--- config.mk ---
export PLATFORM = sky130hd
export DESIGN_NAME = cbrt_mul_seq
export DESIGN_NICKNAME = d
export VERILOG_FILES = /design/src/rtl/cbrt_mul_pkg.sv /design/src/rtl/icbrt_step.sv /design/src/rtl/cbrt_mul_seq.sv
export SDC_FILE = /design/constraint.sdc
export NUM_CORES = 1
export LEC_CHECK = 0
export CORE_MARGIN = 2
export CORE_UTILIZATION = 53
export CTS_CLUSTER_DIAMETER = 50
export DETAILED_ROUTE_END_ITERATION = 6
export HOLD_SLACK_MARGIN = 0.15
export PLACE_DENSITY = 0.8
export SLEW_MARGIN = 20
export SYNTH_ARGS = -nofsm -noshare
export SYNTH_HDL_FRONTEND = slang
export SYNTH_SLANG_ARGS = --single-unit
--- constraint.sdc ---
create_clock -name clk -period 5.5 [get_ports clk]
set_clock_uncertainty 0.05 [all_clocks]
set_input_delay 1.65 -clock clk [delete_from_list [all_inputs] [get_ports clk]]
set_output_delay 1.65 -clock clk [all_outputs]
set_load 0.01 [all_outputs]
--- src/rtl/cbrt_mul_pkg.sv ---
// Shared types and width helpers for the cube-root multiplier.
// Latency: n/a (package only).
// Backpressure: n/a (package only).
//
// Contents:
//   state_t       controller states IDLE / ROOT / MUL
//   root_width()  bits of floor(cbrt(x)) for a w-bit x, i.e. ceil(w/3)
//   res_width()   width of a * floor(cbrt(b)) for w-bit operands
//   cnt_width()   width of a down-counter that holds values 0..k-1
package cbrt_mul_pkg;

  typedef enum logic [1:0] {
    IDLE = 2'd0,
    ROOT = 2'd1,
    MUL  = 2'd2
  } state_t;

  function automatic int root_width(input int w);
    return (w + 2) / 3;
  endfunction

  function automatic int res_width(input int w);
    return w + root_width(w);
  endfunction

  // A single-iteration counter still needs one bit to exist.
  function automatic int cnt_width(input int k);
    return (k > 1) ? $clog2(k) : 1;
  endfunction

endpackage

--- src/rtl/icbrt_step.sv ---
// One digit-by-digit integer cube-root iteration (purely combinational).
// Latency: 0 cycles.
// Backpressure: none; outputs follow inputs.
//
// Ports:
//   x       remaining radicand
//   y       partial root accumulated so far
//   s       bit position of the current radicand digit (3 * iteration index)
//   x_next  radicand after subtracting the accepted trial term
//   y_next  partial root with the new root bit appended
module icbrt_step
  import cbrt_mul_pkg::*;
#(
  parameter int W  = 8,
  parameter int K  = root_width(W),
  parameter int SW = $clog2(W)
) (
  input  logic [W-1:0]  x,
  input  logic [K-1:0]  y,
  input  logic [SW-1:0] s,
  output logic [W-1:0]  x_next,
  output logic [K-1:0]  y_next
);

  // Two guard bits above W: the trial term 3*y'*(y'+1)+1 can exceed the
  // shifted radicand by up to ~4x before the comparison rejects it.
  localparam int TW = W + 2;

  logic [TW-1:0] y2;
  logic [TW-1:0] t;
  logic [TW-1:0] x_sh;
  logic          take;

  always_comb begin
    y2     = TW'(y) << 1;
    t      = TW'(3) * y2 * (y2 + TW'(1)) + TW'(1);
    x_sh   = TW'(x >> s);
    take   = (x_sh >= t);
    x_next = x;
    y_next = y2[K-1:0];
    if (take) begin
      // take implies t <= x >> s, so t fits in W bits and t << s <= x.
      x_next = x - (t[W-1:0] << s);
      y_next = y2[K-1:0] + K'(1);
    end
  end

endmodule

--- src/rtl/cbrt_mul_seq.sv ---
// Sequential result = a * floor(cbrt(b)) for unsigned W-bit operands.
// Latency: 2*K cycles from accepted start to done (K = ceil(W/3)); K root steps then K shift-add steps.
// Backpressure: start is only sampled in IDLE; a start while busy is dropped, not queued.
//
// Ports:
//   clk, rst   rising-edge clock, synchronous active-high reset
//   start      request, accepted only while idle (including the done cycle)
//   a_i, b_i   multiplicand and radicand, captured on the accepting edge
//   result     last computed product, held until the next completion
//   busy       high while ROOT or MUL is running
//   done       one-cycle pulse in the cycle result updates
//
// Optional feature: define CBRT_MUL_EARLY_EXIT_EN to let zero operands
// finish on the next cycle without ever raising busy.
module cbrt_mul_seq
  import cbrt_mul_pkg::*;
#(
  parameter  int W     = 8,
  localparam int K     = root_width(W),
  localparam int RES_W = res_width(W)
) (
  input  logic             clk,
  input  logic             rst,
  input  logic             start,
  input  logic [W-1:0]     a_i,
  input  logic [W-1:0]     b_i,
  output logic [RES_W-1:0] result,
  output logic             busy,
  output logic             done
);

  localparam int SW = $clog2(W);
  localparam int CW = cnt_width(K);
  localparam logic [CW-1:0] ITER_TOP = CW'(K - 1);

  state_t state;
  state_t state_nxt;

  logic [W-1:0]     a_r;
  logic [W-1:0]     x_r;
  logic [K-1:0]     y_r;
  logic [RES_W-1:0] acc_r;
  logic [CW-1:0]    iter;

  logic [SW-1:0]    s;
  logic [W-1:0]     x_step;
  logic [K-1:0]     y_step;
  logic [RES_W-1:0] acc_nxt;
  logic             last;
  logic             skip;

  assign last = (iter == '0);

`ifdef CBRT_MUL_EARLY_EXIT_EN
  // Either factor zero forces a zero product; no need to iterate.
  assign skip = (a_i == '0) || (b_i == '0);
`else
  assign skip = 1'b0;
`endif

  // Radicand digits are 3 bits wide, so digit iter starts at bit 3*iter.
  assign s = SW'(iter) * SW'(3);

  icbrt_step #(
    .W  (W),
    .K  (K),
    .SW (SW)
  ) u_step (
    .x      (x_r),
    .y      (y_r),
    .s      (s),
    .x_next (x_step),
    .y_next (y_step)
  );

  // MSB-first shift-add: one root bit per cycle.
  assign acc_nxt = (acc_r << 1) + (y_r[iter] ? RES_W'(a_r) : '0);

  // State register.
  always_ff @(posedge clk) begin
    if (rst) begin
      state <= IDLE;
    end else begin
      state <= state_nxt;
    end
  end

  // Next-state logic.
  always_comb begin
    state_nxt = state;
    case (state)
      IDLE: if (start && !skip) state_nxt = ROOT;
      ROOT: if (last)           state_nxt = MUL;
      MUL:  if (last)           state_nxt = IDLE;
      default:                  state_nxt = IDLE;
    endcase
  end

  // Output logic.
  always_comb begin
    busy = (state != IDLE);
  end

  // Datapath: operand capture, root iteration, shift-add, result/done.
  always_ff @(posedge clk) begin
    if (rst) begin
      a_r    <= '0;
      x_r    <= '0;
      y_r    <= '0;
      acc_r  <= '0;
      iter   <= '0;
      result <= '0;
      done   <= 1'b0;
    end else begin
      done <= 1'b0;
      case (state)
        IDLE: begin
          if (start) begin
            if (skip) begin
              result <= '0;
              done   <= 1'b1;
            end else begin
              a_r   <= a_i;
              x_r   <= b_i;
              y_r   <= '0;
              acc_r <= '0;
              iter  <= ITER_TOP;
            end
          end
        end
        ROOT: begin
          x_r  <= x_step;
          y_r  <= y_step;
          iter <= last ? ITER_TOP : iter - CW'(1);
        end
        MUL: begin
          acc_r <= acc_nxt;
          if (last) begin
            result <= acc_nxt;
            done   <= 1'b1;
          end else begin
            iter <= iter - CW'(1);
          end
        end
        default: ;
      endcase
    end
  end

endmodule

==> results of run 1 <==
-- registers in the layout, summed over array words and instances (netlist names) --
register / cells
result: 11
acc_r: 10
a_r: 8
x_r: 8
y_r: 3
iter: 2
state: 2
done: 1
-- what timing repair did --
item                                    in CTS  in global routing
setup buffers                                0                  3
hold buffers                                 0                  0
endpoints found under the hold margin        0                  0
endpoints found under the setup margin       0                  4
resized for setup                            0                 10
-- stage by stage --
stage / power [mW] / setup slack [ns] / instances / hold WS, ns / setup TNS (ns)
after global routing: 1.24 / -0.000686 / 596 / 0.425 / -0.000686
after detailed placement: 0.902 / 0.0546 / 585 / 0.402 / 0
after CTS: 1.15 / 0.0416 / 593 / 0.415 / 0
after global placement: 0.883 / 0.252 / 585 / 0.390 / 0
final: 1.16 / 0.254 / 596 / 0.409 / 0
after floorplan: 0.792 / 0.392 / 478 / 0.382 / 0
-- cells by family (layout without fill, tap and decap cells) --
kind of cell,after synthesis,in the layout
AOI/OAI and AO/OA,116,116
adders and majority gates,56,56
and+or+nand+nor,171,171
DFF,45,45
xor gates and xnor gates,18,18
muxes,20,20
buffers and inverters,52,74
-- metal layers --
metal / vias up / wire length (µm) / GRT usage [%]
met1: 1600 / 3920 / 31.2
met4: 0 / 69 / 3.72
met3: 8 / 327 / 2.52
met5: - / 0 / 0
li1: 1697 / - / -
met2: 59 / 4240 / 38.8
-- cell usage after synthesis (5+ instances only) --
cell and n:
o21ai_0 22, nand2b_1 7, nand2_1 70, a22oi_1 7
xnor2_1 11, clkbuf_1 19, a21oi_1 43, nor2_1 51
mux2i_1 14, nand3_1 5, a211oi_1 7, fa_1 8
dfxtp_1 45, nor2b_1 7, xor2_1 7, ha_1 48
and2_1 13, inv_1 27, nor3_1 5
-- power by group through the flow --
stage          logic, mW  clock network (mW)  registers [mW]
2_1_floorplan      0.416                   0           0.376
3_3_place_gp       0.501                   0           0.382
3_5_place_dp       0.520                   0           0.382
4_1_cts            0.524               0.256           0.374
5_1_grt            0.588               0.270           0.379
6_report           0.530               0.252           0.375
-- area by class of cell --
class,instances,area (µm²)
Clock inverter,2,38.8
Fill cell,582,2510
Inverter,27,101
Clock buffer,6,72.6
Sequential cell,45,901
Tap cell,96,120
Timing Repair Buffer,39,370
Multi-Input combinational cell,381,2750
-- worst max-delay path by stage --
| stage | startpoint | to | slack (ns) |
|---|---|---|---|
| floorplan | y_r[1] | x_r[7] | 0.39 |
| global placement | y_r[1] | x_r[7] | 0.25 |
| detailed placement | y_r[1] | x_r[7] | 0.05 |
| CTS | y_r[1] | x_r[7] | 0.04 |
| global route | y_r[1] | x_r[7] | -0.0007 |
| finish | y_r[1] | x_r[7] | 0.25 |
-- layout by cell type, fill, tap and decap left out, types with 8 or more instances in the layout --
master           count
clkdlybuf4s50_1     31
and2_1              13
nand2_1             70
buf_4                8
fa_1                 8
nor2_1              51
o21ai_0             20
xnor2_1             11
mux2i_1             14
a21oi_1             42
dfxtp_1             45
inv_1               27
ha_1                45
-- worst max-delay path: stages (launching register included) --
cell and delay, ns:
dfxtp_1 0.35, ha_2 0.20, fa_1 0.56, nand2_1 0.10, fa_1 0.56, inv_1 0.06
fa_1 0.54, ha_4 0.22, ha_4 0.27, xor2_2 0.19, o21ai_1 0.19, nor2_1 0.06
a211oi_1 0.20, o21ai_1 0.09, ha_1 0.33, or2_2 0.29, a21oi_1 0.16, a31oi_1 0.06
xor2_1 0.18, xnor2_1 0.13, a21oi_1 0.09, mux2i_1 0.18, nor2_1 0.06
==> summary.txt, run 1 <==
Status
  – Outcome: finished clean

STA
  – Final Max Tran Viols: 0
  – FMAX: 191 MHz
  – Final min period: 5.25 ns
  – Finish-stage setup viols: 0
  – Final Hold Viols: 0
  – Worst Max-Slew Pin Slew: 0.818 ns
  – Worst slew margin: 45.5%
  – Final worst-path cycle share: 95.4%

Floorplan
  – Chip Height: 88.8 µm
  – Die area: 7890 µm²
  – Starting density of the core: 55.5%
  – Die Width: 88.8 µm
  – IO Pins: 32
  – Core area: 6870 µm²
  – Row count: 30

Critical path
  – Crit Reg-Reg Startpoint: y_r[1]
  – Critical path class: reg2reg
  – Reg2Reg Depth: 22
  – Critical-path maximum fanout: 6
  – CP Capture Type: flip-flop
  – Crit path DAT: 5.37 ns
  – R2R Setup Slk: 0.25 ns
  – Worst setup SP type: flip-flop
  – CP required: 5.63 ns
  – Worst r2r dst: x_r[7]

Yosys
  – Post-synthesis net count: 553
  – Sequential fraction of the synthesis area: 23.6%
  – Syn_area_per_cell: 7.97 µm²
  – Post-synthesis cell area: 3810 µm²
  – Synth top area cells: dfxtp_1 (24%), ha_1 (16%), nand2_1 (6.9%), a21oi_1 (5.6%), nor2_1 (5.0%)
  – Register bit count reported by yosys: 45
  – Largest family of logic cells by synthesized area: compound AO/OA/AOI/OAI gates
  – Share of the synthesized area in the top cell type: 23.6%
  – Synth Area in Simple Gates: 20.0%
  – Post-Synth XOR/XNOR Area: 4.14%
  – Total of warnings raised by yosys: 0
  – Synth Area in Adders: 20.0%
  – Synth Flop Type: dfxtp_1
  – Dominant cell type by area after synthesis: dfxtp_1
  – Post-synthesis cell count: 478
  – EDFF count, synth: 0
  – Compound-Gate Fraction of Synth Area: 20.5%
  – Post-synthesis cell type count: 56
  – Multiplexer share of the synthesized area: 6.14%
  – Post-synthesis async set-or-reset flop share: 0%

Power
  – P_int: 0.716 mW
  – Switching Fraction: 38.1%
  – Clock share of power: 21.8%
  – VDD IR max: 245 µV
  – Seq pwr share: 32.4%
  – Leak pwr: 1.76 nW
  – Combinational power share: 45.8%
  – Power per Cell Area: 265 nW/µm²
  – NetSw: 0.440 mW

Global route
  – Number of global-route vias before repair: 3217
  – GRT Resource Usage Total: 22.6%
  – Largest net degree at the start of global routing: 47
  – First-pass GRT wire length: 14400 µm
  – Initial antenna violation count: 0
  – Grt total ovfl: 0

Clock network
  – CTS buffer count: 5
  – CTS HTree Levels: 2
  – CTS tree: yes
  – Later-pin clock latency in the skew report: 0.30 ns
  – CTS Buffer Depth: 2
  – Root buffer cell: clkbuf_8
  – Clock slew seen by the registers of the worst setup and hold paths: 0.08 ns
  – Clk sinks: 45

Finish
  – Nets: 574
  – Layout area overhead: 14.2%
  – Final Cell Area: 4350 µm²
  – Layout cell share with drive strength beyond 1: 7.80%
  – Fin util: 63.4%
  – Inserted Diodes: 0

Hold path
  – Worst Hold Path EP: result[0]
  – Hold wc startpoint: result[0]
  – Cells on Worst Hold Path: 2
  – Tightest Hold Check Type: reg2reg

Drt
  – First-pass DRT Iterations: 5
  – DR vias: 3364
  – Vias/cell: 5.64
  – Initial drt markers: 218
  – Per-cell routed wire length: 14.4 µm
  – Drt drc: 0
  – ANT nets after route: 0
  – Post-Route WL: 8570 µm

Place
  – Dpl cell area: 4170 µm²
  – Port Buf Inserts: 31
  – Placer Congestion: 0.841
  – DP Wirelength: 6330 µm

Flow run
  – Max-Cap Viols: 0
Power figures use the tool's default switching activity.
==> run 2, diff against run 1 <==
--- a/config.mk
+++ b/config.mk
@@ -8,7 +8,9 @@
 export CORE_MARGIN = 2
 export CORE_UTILIZATION = 53
 export CTS_CLUSTER_DIAMETER = 50
+export CTS_CLUSTER_SIZE = 30
 export DETAILED_ROUTE_END_ITERATION = 6
+export GPL_ROUTABILITY_DRIVEN = 0
 export HOLD_SLACK_MARGIN = 0.15
 export PLACE_DENSITY = 0.8
 export SLEW_MARGIN = 20
==> summary.txt, run 2 (synthesized netlist as in run 1, its figures left out) <==
STA
  – Finish-stage setup viols: 0 (unchanged)
  – Final hold slack: 0.407 ns (was 0.409 ns)
  – Final min period: 5.25 ns (about the same)
  – Worst Max-Slew Pin Slew: 0.834 ns (was 0.818 ns)
  – Final Max Tran Viols: 0 (unchanged)
  – Final Hold Viols: 0 (unchanged)
  – Worst slew margin: 44.4% (was 45.5%)
  – Final worst-path cycle share: 95.4% (about the same)
  – Total negative slack: 0 ns (unchanged)
  – FMAX: 191 MHz (about the same)

Floorplan
  – Die Width: 88.8 µm (unchanged)
  – Core area: 6870 µm² (unchanged)
  – Die area: 7890 µm² (unchanged)
  – Starting density of the core: 55.5% (unchanged)
  – Chip Height: 88.8 µm (unchanged)
  – IO Pins: 32 (unchanged)
  – Row count: 30 (unchanged)

Power
  – Leak pwr: 1.75 nW (was 1.76 nW)
  – Power per Cell Area: 259 nW/µm² (was 265 nW/µm²)
  – VDD IR max: 180 µV (was 245 µV)

Place
  – Dpl cell area: 4170 µm² (about the same)
  – DP Wirelength: 6180 µm (was 6330 µm)
  – Port Buf Inserts: 31 (unchanged)

Finish
  – Largest register FFs: 11 (unchanged)
  – Nets: 574 (unchanged)
  – Layout cell share with drive strength beyond 1: 8.00% (was 7.80%)
  – Leading registers by flop count: result (11), acc_r (10) (unchanged)
  – Layout area overhead: 13.4% (was 14.2%)
  – Most frequent cells in the layout: nand2_1 (70), nor2_1 (51), ha_1 (47) (was nand2_1 (70), nor2_1 (51), ha_1 (45), dfxtp_1 (45), a21oi_1 (42))
  – Commonest non-fill, non-tap cell in the layout: nand2_1 (unchanged)
  – Top reg by flops: result (unchanged)
  – Final Cell Area: 4320 µm² (was 4350 µm²)
  – Inserted Diodes: 0 (unchanged)

Clock network
  – Clock slew seen by the registers of the worst setup and hold paths: 0.09 ns (was 0.08 ns)
  – Root buffer cell: clkbuf_8 (unchanged)
  – CTS Hold Bufs: 0 (unchanged)
  – Clk sinks: 45 (unchanged)
  – Later-pin clock latency in the skew report: 0.30 ns (about the same)
  – CTS buffer count: 5 (unchanged)
  – CTS Buffer Depth: 2 (unchanged)
  – CTS tree: yes (unchanged)
  – CTS HTree Levels: 2 (unchanged)

Global route
  – Grt total ovfl: 0 (unchanged)
  – Number of global-route vias before repair: 3088 (was 3217)
  – First-pass GRT wire length: 14000 µm (was 14400 µm)
  – Initial antenna violation count: 0 (unchanged)
  – Largest net degree at the start of global routing: 47 (unchanged)
  – GRT Resource Usage Total: 22.2% (was 22.6%)

Drt
  – Per-cell routed wire length: 14.2 µm (was 14.4 µm)
  – DR vias: 3381 (was 3364)
  – ANT nets after route: 0 (unchanged)
  – First-pass DRT Iterations: 5 (unchanged)
  – Post-Route WL: 8470 µm (was 8570 µm)
  – Initial drt markers: 203 (was 218)
  – Vias/cell: 5.67 (was 5.64)
  – Drt drc: 0 (unchanged)

Flow run
  – Max-Cap Viols: 0 (unchanged)

Critical path
  – Reg2Reg Depth: 20 (was 22)
  – CP required: 5.63 ns (about the same)
  – Crit path DAT: 5.38 ns (was 5.37 ns)
  – Critical-path maximum fanout: 6 (unchanged)
  – CP Capture Type: flip-flop (unchanged)
  – R2R Setup Slk: 0.25 ns (about the same)
  – Critical path class: reg2reg (unchanged)
  – Worst setup SP type: flip-flop (unchanged)

Status
  – Outcome: finished clean (unchanged)

Hold path
  – Tightest Hold Check Type: reg2reg (unchanged)
  – Cells on Worst Hold Path: 2 (unchanged)
-- run 2: what timing repair did --
action / CTS / global route
setup buffers: 0 / 2
endpoints found under the setup margin: 0 / 8
endpoints found under the hold margin: 0 / 0
resized for setup: 0 / 10
-- run 2: area by class of cell --
cell class / count / area (µm²)
clock buffers: 5 / 68.8
clock inverters: 3 / 21.3
fillers: 598 / 2550
inverters: 27 / 101
multi-input cells: 381 / 2740
flip-flops and latches: 45 / 902
well taps: 96 / 120
repair buffers: 39 / 370
-- run 2: final timing paths --
check	from	endpoint
worst min register to register	result[5]	result[5]
worst max register to register	y_r[1]	x_r[7]
worst min-delay path	result[5]	result[5]
worst max-delay path	y_r[1]	x_r[7]
-- run 2: worst max-delay path: stages, from the launching register on --
cell     delay, ns
dfxtp_2       0.35
ha_1          0.22
fa_2          0.57
nand2_1       0.08
fa_1          0.54
inv_1         0.05
fa_1          0.45
ha_1          0.33
ha_4          0.32
nand4_1       0.23
and4_1        0.30
o41ai_2       0.27
mux2i_1       0.13
ha_1          0.35
a21oi_1       0.08
a31oi_1       0.18
xor2_1        0.19
xnor2_1       0.13
a21oi_1       0.08
mux2i_1       0.17
nor2_1        0.05
-- run 2: metrics by stage --
| stage | instances | worst slack, ns | util (%) | power [mW] |
|---|---|---|---|---|
| floorplan | 478 | 0.392 | - | 0.792 |
| global placement | 586 | 0.219 | 60.8 | 0.881 |
| detailed placement | 586 | 0.00477 | 60.8 | 0.897 |
| CTS | 594 | 0.00959 | 62.1 | 1.11 |
| global route | 596 | -0.00395 | 62.9 | 1.20 |
| finish | 596 | 0.252 | 62.9 | 1.12 |
-- run 2: report_power, final --
| group | switching, mW | leakage, nW | internal (mW) | total [mW] |
|---|---|---|---|---|
| logic | 0.297 | 1.34 | 0.233 | 0.529 |
| registers | 0.0261 | 0.367 | 0.350 | 0.377 |
| clock network | 0.123 | 0.0445 | 0.0903 | 0.213 |
| total | 0.446 | 1.75 | 0.674 | 1.12 |
-- run 2: per-layer routing --
layer  up-vias  global-route usage (%)  share of wire (%)
met5         -                       0                  0
li1       1688                       -                  -
met1      1604                    31.3                 48
met3        11                    3.26                4.2
met4         0                    7.16                1.6
met2        78                    34.9                 46
==> run 3, diff against run 2 <==
--- a/config.mk
+++ b/config.mk
@@ -5,6 +5,7 @@
 export SDC_FILE = /design/constraint.sdc
 export NUM_CORES = 1
 export LEC_CHECK = 0
+export CAP_MARGIN = 20
 export CORE_MARGIN = 2
 export CORE_UTILIZATION = 53
 export CTS_CLUSTER_DIAMETER = 50
==> results of run 3 <==
The final DEF is identical to that of run 2; final timing and power are the same.
==> RTL change: new RTL, settings of run 2 <==
Add a define of `CBRT_MUL_EARLY_EXIT_EN`.
--- a/src/rtl/cbrt_mul_seq.sv
+++ b/src/rtl/cbrt_mul_seq.sv
@@ -12,6 +12,8 @@
 //
 // Optional feature: define CBRT_MUL_EARLY_EXIT_EN to let zero operands
 // finish on the next cycle without ever raising busy.
+`define CBRT_MUL_EARLY_EXIT_EN
+
 module cbrt_mul_seq
   import cbrt_mul_pkg::*;
 #(
Function: changed (Yosys sat finds a counterexample within 4 cycles, from zero or initial values and one cycle with rst high).
==> RTL change against run 2 <==
  * Cell count is 4.4% lower
  * Area after synthesis decreased by 1.4%
  * Hold slack better by 0.039 ns
  * Power rose by 2.5%
  * Design area fell by 0.87%
  * Routed wire length is 4.1% higher
  * Die area shrank 1.3%
  * Sequential cell count unchanged
  * Worst setup slack lost 0.075 ns
  * Global-route usage is 2.2 points higher
==> RTL change: results (changes against run 2) <==
[outcome]
status = completed  ; unchanged

[grt]
met3_usage = 0.0377  ; was 0.0326
grt_pass1_wl_mm = 15.3  ; was 14.0 mm
grt_max_degree = 43  ; was 47
grt_use_total = 0.243  ; was 0.222

[finish]
drive_above_1_share = 0.0612  ; was 0.0800

[timing]
relSlewSlack = 0.451  ; was 0.444

[setup_path]
crit_fanout = 5  ; was 6
slowest_delay_ns = 0.48  ; was 0.57 ns
cp_slowest_cell = fa_1  ; was fa_2
r2r_cells = 22  ; was 20
worstPathArrival_ns = 5.50  ; was 5.38 ns

[drt]
vias = 3359  ; was 3381
drt-initial-drc-count = 249  ; was 203
wl_per_cell_um = 15.5  ; was 14.2 um

[worst_hold_path]
whs_path_depth = 1  ; was 2
min_from = result[9]  ; was result[5]

[pwr]
total_power_mw = 1.15  ; was 1.12 mW
ir_worst_vdd_mv = 0.251  ; was 0.180 mV
p_clk_frac = 0.218  ; was 0.191
p_int_uw = 718  ; was 674 uW
comb_power_uw = 507  ; was 529 uW

[synthesis]
ys_seq_area_frac = 0.240  ; was 0.236
synth_nets = 517  ; was 553
ys_top_cells_by_count = 68 x nor2_1, 45 x dfxtp_1, 43 x ha_1, 29 x nand2_1, 28 x inv_1  ; was 70 x nand2_1, 51 x nor2_1, 48 x ha_1, 45 x dfxtp_1, 43 x a21oi_1

[place]
pre_cts_ws_ns = 0.0691  ; was 0.00477 ns
postPlaceCellArea_um2 = 4160  ; was 4170 um2

-- RTL change: cell count changes after synthesis, sizes merged, moves of 5 or more --
cell	before	now
a21oi	44	23
nand3	5	10
nand2b	7	2
a31oi	1	6
xnor2	11	6
mux2i	15	26
ha	48	43
nand2	70	29
nor2	51	68
clkbuf	19	13
-- RTL change: kinds of logic after synthesis --
family | count (synthesis) | share of synthesized area
buf+inv | 46 | 0.0486
mux | 34 | 0.108
simple gates | 153 | 0.186
xor+xnor | 12 | 0.0320
compound gates | 104 | 0.194
fa+ha+maj | 52 | 0.191
flops | 45 | 0.240
-- RTL change: metrics by stage --
step | std cells | util
finish | 570 | 0.627
floorplan | 446 | -
CTS | 570 | 0.625
detailed placement | 562 | 0.608
global placement | 562 | 0.608
global route | 570 | 0.627
-- RTL change: path summary, 6_finish.rpt --
check	end	slack [ns]
max reg2reg	x_r[7]	0.18
min reg2reg	result[9]	0.45
min	result[9]	0.45
max	x_r[7]	0.18
-- RTL change: final cells by class --
cell class	instances	area, um2
repair buffers	36	348
flip-flops and latches	45	901
fillers	602	2550
multi-input cells	355	2690
clock inverters	2	38.8
clock buffers	6	72.6
inverters	30	113
well taps	96	120
-- RTL change: routing by layer --
layer  vias to the layer above  routed length [um]
li1                       1647                   -
met1                      1586                3930
met3                        18                 436
met5                         -                   0
met2                       108                4280
met4                         0                 165
-- RTL change: critical path, delay by kind of cell (launching register included) --
family,cells,cell delay [ns]
fa+ha+maj,8,2.59
simple gates,5,0.73
mux,1,0.47
xor+xnor,2,0.44
compound gates,3,0.41
flops,1,0.36
buf+inv,3,0.19
-- RTL change: what timing repair did --
| item | in CTS | in global routing |
|---|---|---|
| endpoints found under the setup margin | 0 | 4 |
| buffers inserted | 0 | 0 |
| gates resized for setup | 0 | 4 |
